===== config.mk =====
export PLATFORM = sky130hd
export DESIGN_NAME = ysyx_22041071_axi_rd_arb
export DESIGN_NICKNAME = d
export VERILOG_FILES = /design/src/rtl/ysyx_22041071_axi_rd_arb.sv
export SDC_FILE = /design/constraint.sdc
export NUM_CORES = 1
export LEC_CHECK = 0
export ABC_AREA = 1
export BUFFER_PORTS_ARGS = -buffer_cell sky130_fd_sc_hd__buf_2
export CAP_MARGIN = 20
export CORE_AREA = 3 3 206 208
export CTS_CLUSTER_DIAMETER = 100
export DETAILED_ROUTE_END_ITERATION = 7
export DIE_AREA = 0 0 209 211
export SLEW_MARGIN = 0
export SYNTH_ARGS = -nofsm -noshare
export SYNTH_HDL_FRONTEND = slang
export SYNTH_SLANG_ARGS = --single-unit

===== constraint.sdc =====
create_clock -name clk -period 15.8 [get_ports clk]
set_input_delay 1.58 -clock clk [delete_from_list [all_inputs] [get_ports clk]]
set_output_delay 1.58 -clock clk [all_outputs]
set_load 0.005 [all_outputs]

===== src/rtl/ysyx_22041071_axi_rd_arb.sv =====
// Round-robin read arbiter: IF and MEM share a single-outstanding AXI read channel.
// An IF response can be dropped by if_flush while IF owns the bus.
module ysyx_22041071_axi_rd_arb #(
  parameter int ADDR_W = 64,
  parameter int DATA_W = 64,
  parameter int RESP_W = 2
) (
  input  logic              clk,
  input  logic              reset,
  input  logic              if_ar_valid,
  input  logic [ADDR_W-1:0] if_ar_addr,
  output logic              if_ar_ready,
  input  logic              if_flush,
  output logic              if_r_valid,
  output logic [DATA_W-1:0] if_r_data,
  output logic [ADDR_W-1:0] if_r_addr,
  output logic [RESP_W-1:0] if_r_resp,
  input  logic              mem_ar_valid,
  input  logic [ADDR_W-1:0] mem_ar_addr,
  output logic              mem_ar_ready,
  output logic              mem_r_valid,
  output logic [DATA_W-1:0] mem_r_data,
  output logic [ADDR_W-1:0] mem_r_addr,
  output logic [RESP_W-1:0] mem_r_resp,
  output logic              m_ar_valid,
  output logic [ADDR_W-1:0] m_ar_addr,
  input  logic              m_ar_ready,
  input  logic              m_r_valid,
  input  logic [DATA_W-1:0] m_r_data,
  input  logic [RESP_W-1:0] m_r_resp,
  output logic              m_r_ready
);

  typedef enum logic [1:0] {S_IDLE, S_ADDR, S_DATA} state_e;

  state_e              state_q;
  logic                owner_mem_q;
  logic                prio_mem_q;
  logic                drop_q;
  logic [ADDR_W-1:0]   addr_q;
  logic                if_r_valid_q, mem_r_valid_q;
  logic [DATA_W-1:0]   if_r_data_q, mem_r_data_q;
  logic [ADDR_W-1:0]   if_r_addr_q, mem_r_addr_q;
  logic [RESP_W-1:0]   if_r_resp_q, mem_r_resp_q;

  logic                grant_mem, grant_if, in_idle;
  logic [ADDR_W-1:0]   addr_d;

  // MEM wins a tie only when the pointer favours it; a lone requester always wins.
  assign grant_mem = mem_ar_valid && (!if_ar_valid || prio_mem_q);
  assign grant_if  = if_ar_valid && !grant_mem;
  assign addr_d    = grant_mem ? mem_ar_addr : if_ar_addr;
  assign in_idle   = (state_q == S_IDLE) && !reset;

  assign if_ar_ready  = in_idle && grant_if;
  assign mem_ar_ready = in_idle && grant_mem;
  assign m_ar_valid   = (state_q == S_ADDR);
  assign m_ar_addr    = addr_q;
  assign m_r_ready    = (state_q == S_DATA);

  assign if_r_valid  = if_r_valid_q;
  assign if_r_data   = if_r_data_q;
  assign if_r_addr   = if_r_addr_q;
  assign if_r_resp   = if_r_resp_q;
  assign mem_r_valid = mem_r_valid_q;
  assign mem_r_data  = mem_r_data_q;
  assign mem_r_addr  = mem_r_addr_q;
  assign mem_r_resp  = mem_r_resp_q;

  always_ff @(posedge clk or posedge reset) begin
    if (reset) begin
      state_q       <= S_IDLE;
      owner_mem_q   <= 1'b0;
      prio_mem_q    <= 1'b1;
      drop_q        <= 1'b0;
      addr_q        <= '0;
      if_r_valid_q  <= 1'b0;
      mem_r_valid_q <= 1'b0;
      if_r_data_q   <= '0;
      if_r_addr_q   <= '0;
      if_r_resp_q   <= '0;
      mem_r_data_q  <= '0;
      mem_r_addr_q  <= '0;
      mem_r_resp_q  <= '0;
    end else begin
      if_r_valid_q  <= 1'b0;
      mem_r_valid_q <= 1'b0;
      case (state_q)
        S_IDLE: begin
          drop_q <= 1'b0;
          if (if_ar_valid || mem_ar_valid) begin
            addr_q      <= addr_d;
            owner_mem_q <= grant_mem;
            prio_mem_q  <= !grant_mem;
            state_q     <= S_ADDR;
          end
        end
        S_ADDR: begin
          if (!owner_mem_q && if_flush) drop_q <= 1'b1;
          if (m_ar_ready) state_q <= S_DATA;
        end
        S_DATA: begin
          if (!owner_mem_q && if_flush) drop_q <= 1'b1;
          if (m_r_valid) begin
            state_q <= S_IDLE;
            drop_q  <= 1'b0;
            if (owner_mem_q) begin
              mem_r_valid_q <= 1'b1;
              mem_r_data_q  <= m_r_data;
              mem_r_addr_q  <= addr_q;
              mem_r_resp_q  <= m_r_resp;
            end else if (!drop_q && !if_flush) begin
              // A flush arriving with the beat itself also suppresses delivery.
              if_r_valid_q <= 1'b1;
              if_r_data_q  <= m_r_data;
              if_r_addr_q  <= addr_q;
              if_r_resp_q  <= m_r_resp;
            end
          end
        end
        default: state_q <= S_IDLE;
      endcase
    end
  end

endmodule


==> metrics.log <==
[metrics] area fraction of the dominant cell type after synthesis: 62.9%
[metrics] largest stage delay on the critical path: between 0.5 and 0.6 ns
[metrics] number of vias after detailed routing: approximately 11000
[metrics] share of cells above drive strength 1: between 30% and 40%
[metrics] number of placement rows: 74
[metrics] clock slew seen by the registers of the worst setup and hold paths: 0.06 ns
[metrics] average routed wire per standard cell: 17.5 um
[metrics] RePlAce Congestion: ~0.83
[metrics] CP Data Arrival Time: between 2 and 3 ns
[metrics] Max stage delay cell, worst path: buf_4
[metrics] sum of negative setup slack: 0 ns
[metrics] top cells by area, synth: dfrtp_1, nand2_1, o21ai_1, nand3_1, inv_1
[metrics] clock root buffer: clkbuf_16
[metrics] number of DRC markers after the initial detailed-route iteration: 821
[metrics] Routed Antenna Nets: 0
[metrics] Period Utilization, post-route: 27.9%
[metrics] Core Util, Final: 42.9%
[metrics] quantity of gates resized following cts: 0
[metrics] Bufs on Longest Clock Path: 3
[metrics] Setup CP Type: primary input to output pin
[metrics] count of buffers inserted at the top-level ports: 530
[metrics] DRC violation count after routing: 0
[metrics] Core Area: 40700 um2
[metrics] nature of the critical path startpoint: primary input
[metrics] max-slew violation count: 0
[metrics] most common cell type on the critical path: buf_2
[metrics] final setup violation count: 0
[metrics] number of synthesized register bits: 331
[metrics] relative slew slack: 32.6%
[metrics] worst-case hold slack: around 0.48 ns
[metrics] share of synthesized flip-flops with an asynchronous set or reset: between 90% and 100%
[metrics] Setup Fix Bufs, Post-CTS: 0
[metrics] average footprint of a synthesized cell: 9.46 um2
[metrics] count of distinct cell types in the synthesized netlist: 20
[metrics] Synth-to-Final Area Change: 33.1%
[metrics] post-synthesis net count: approximately 1600
[metrics] Post-Syn Instances: 1387
[metrics] worst-case clock skew: 0.00883 ns
[metrics] commonest register cell after synthesis: dfrtp_1
[metrics] max-capacitance violation count: 0
[metrics] result of the run: completed
[metrics] y dimension of the die: 211 um
[metrics] total of hold buffers inserted after clock tree synthesis: 0
[metrics] CP top delay family: buffers and inverters
[metrics] worst path cell trace: buf_2 > nand2_2 > buf_4 > nand3_1 > nor2_1 > buf_2
[metrics] number of antenna violations at the first check in global routing: 10
[metrics] die area: 44100 um2
[metrics] Num Clock Sinks: 331
[metrics] final standard cell count with taps included and fillers excluded: 2433
[metrics] DIE WIDTH: 209 um
[metrics] number of buffers and inverters on the critical path: 3
[metrics] number of hold-slack violations in the final timing report: 0
[metrics] power density normalized to cell area: 203 nW/um2
[metrics] insertion delay of the later-clocked pin in the worst-skew pair: between 0.5 and 0.6 ns
[metrics] final-stage net count: between 2000 and 2500
[metrics] maximum resistive drop on vdd: 129 uV
[metrics] placed insts: 2364
[metrics] LEAKAGE: 9.58 nW
[metrics] sequential element share of the synthesized area: 63.1%
[metrics] overall routing resource usage: 18.7%
[metrics] measured slew at the worst slew-check pin: 1.01 ns
[metrics] crit-path max FO: between 60 and 70
[metrics] CTS tree: built
[metrics] dpl ws: around 11 ns
[metrics] count of flip-flops with a built-in enable after synthesis: 0
[metrics] endpoint required time on the critical path: 14.22 ns
[metrics] Max Fclk: between 200 and 250 MHz
[metrics] io pins: 531
[metrics] largest net degree at the start of global routing: between 150 and 200
[metrics] GR Overflow Total: 0
[metrics] # fillers: 4061
[metrics] vias in the first global route: 11472
[metrics] setup ws final: 11.39 ns
[metrics] hold crit path type: flop to flop
[metrics] number of warning messages in the yosys log: 0
[metrics] Cell Area, Synth: 13100 um2
[metrics] count of H-tree levels built during CTS: 2
[metrics] shortest period the worst path allows: 4.41 ns
[metrics] post-detailed-routing wire length: 42.5 mm
[metrics] Num CTS Buffers: 36
[metrics] starting density of the core: about 32%
[metrics] first-pass iteration count of the detailed router: 5
[metrics] wire length of the first global-routing pass: 65.9 mm
[metrics] cell accounting for the most synthesized area: dfrtp_1
[metrics] routed via count divided by cell count: around 4.7
[metrics] post-detailed-placement half-perimeter wirelength: 30.8 mm
[metrics] nature of the critical path endpoint: output pin
[metrics] setup repair after global routing missed its margin: false
[cells by family (layout without fill, tap and decap cells)]
logic type                 after synthesis  after routing  share of synthesized area, %
adders and majority gates                5              5                         0.477
buffers and inverters                  243            752                          8.07
AOI/OAI and AO/OA                      264            264                          10.1
other                                    0              5                             0
DFF                                    331            331                          63.1
and+or+nand+nor                        544            544                          18.2
[final cells by class]
type / count / area [um2] / share of cell area (%)
clock inverter: 12 / 260 / 1.49
multi-input combinational: 813 / 3810 / 21.8
tap: 532 / 666 / 3.81
clock buffer: 52 / 1110 / 6.37
inverter: 145 / 552 / 3.16
timing repair buffer: 543 / 2760 / 15.8
antenna: 5 / 12.5 / 0.0717
sequential: 331 / 8280 / 47.4
[report_power, final]
group          switching (mW)  total [mW]  internal [mW]
Clock                   0.339       0.958          0.618
Sequential              0.232        1.44           1.21
Combinational           0.663        1.14          0.474
Total                    1.23        3.54           2.30
[state kept, by name, summed over array words and instances, names as in the netlist]
register,flops
if_r_resp,2
if_r_addr,64
drop_q,1
mem_r_data,64
mem_r_valid,1
m_ar_addr,64
if_r_data,64
prio_mem_q,1
mem_r_addr,64
if_r_valid,1
state_q,2
mem_r_resp,2
owner_mem_q,1
[synth_stat cells, types with 2 or more instances]
cell type / number
buf_4: 8
buf_1: 3
o21ai_1: 159
nand3_1: 131
o21ai_0: 103
ha_1: 5
buf_2: 45
nor2_1: 3
nand2_1: 341
clkbuf_1: 34
buf_6: 8
inv_1: 144
nand4_1: 65
nand3_2: 2
nor2_2: 2
dfrtp_1: 330
[worst register-to-register path, stage by stage, from the launching register on]
cell and delay [ns]:
dfrtp_1 0.42, inv_1 0.10, ha_1 0.32, nand3_4 0.42, buf_4 0.62, buf_4 0.72
nand2_1 0.17, o21ai_1 0.11
[layout by cell type (no fill, tap or decap)]
| cell | count |
|---|---|
| nand3_1 | 131 |
| o21bai_1 | 1 |
| inv_8 | 1 |
| buf_2 | 530 |
| clkinv_2 | 4 |
| o21ai_4 | 1 |
| inv_2 | 1 |
| clkbuf_16 | 37 |
| nand4_1 | 65 |
| nor2_4 | 1 |
| buf_4 | 12 |
| ha_2 | 1 |
| nand2_1 | 339 |
| dfrtp_1 | 330 |
| clkbuf_8 | 13 |
| nor2_2 | 1 |
| o21ai_0 | 103 |
| inv_1 | 143 |
| nor2_1 | 3 |
| bufinv_16 | 8 |
| clkbuf_1 | 2 |
| diode_2 | 5 |
| nand2_2 | 2 |
| nand3_4 | 2 |
| dfstp_2 | 1 |
| ha_1 | 4 |
| buf_12 | 1 |
| o21ai_1 | 159 |
[per-stage QoR]
stage          instance area [um2]  power [mW]
2_1_floorplan                13100        1.99
3_3_place_gp                 16100        2.58
3_5_place_dp                 16100        2.61
4_1_cts                      17400        3.58
5_1_grt                      17500        3.80
6_report                     17500        3.54
[layer usage]
metal  track usage [%]  routed length (um)  vias to the layer above
met2              30.6               19900                      484
met4              5.27                1060                       10
met3              6.83                4170                       75
met5                 0                  65                        -
met1              23.5               17400                     5393
li1                  -                   -                     5511
[path summary, 6_finish.rpt]
check	cells after the start	end	slack, ns	start
max in group asynchronous	3	mem_r_data[10]	13.15	reset
worst min register to register	2	mem_r_data[7]	0.48	mem_r_data[7]
worst max-delay path	6	mem_ar_ready	11.39	if_ar_valid
worst max register to register	7	if_r_data[61]	12.83	state_q[0]
worst min-delay path	2	mem_r_data[7]	0.48	mem_r_data[7]
min in group asynchronous	2	mem_r_addr[21]	1.16	reset
No activity file was read; power rests on OpenSTA's default activity.
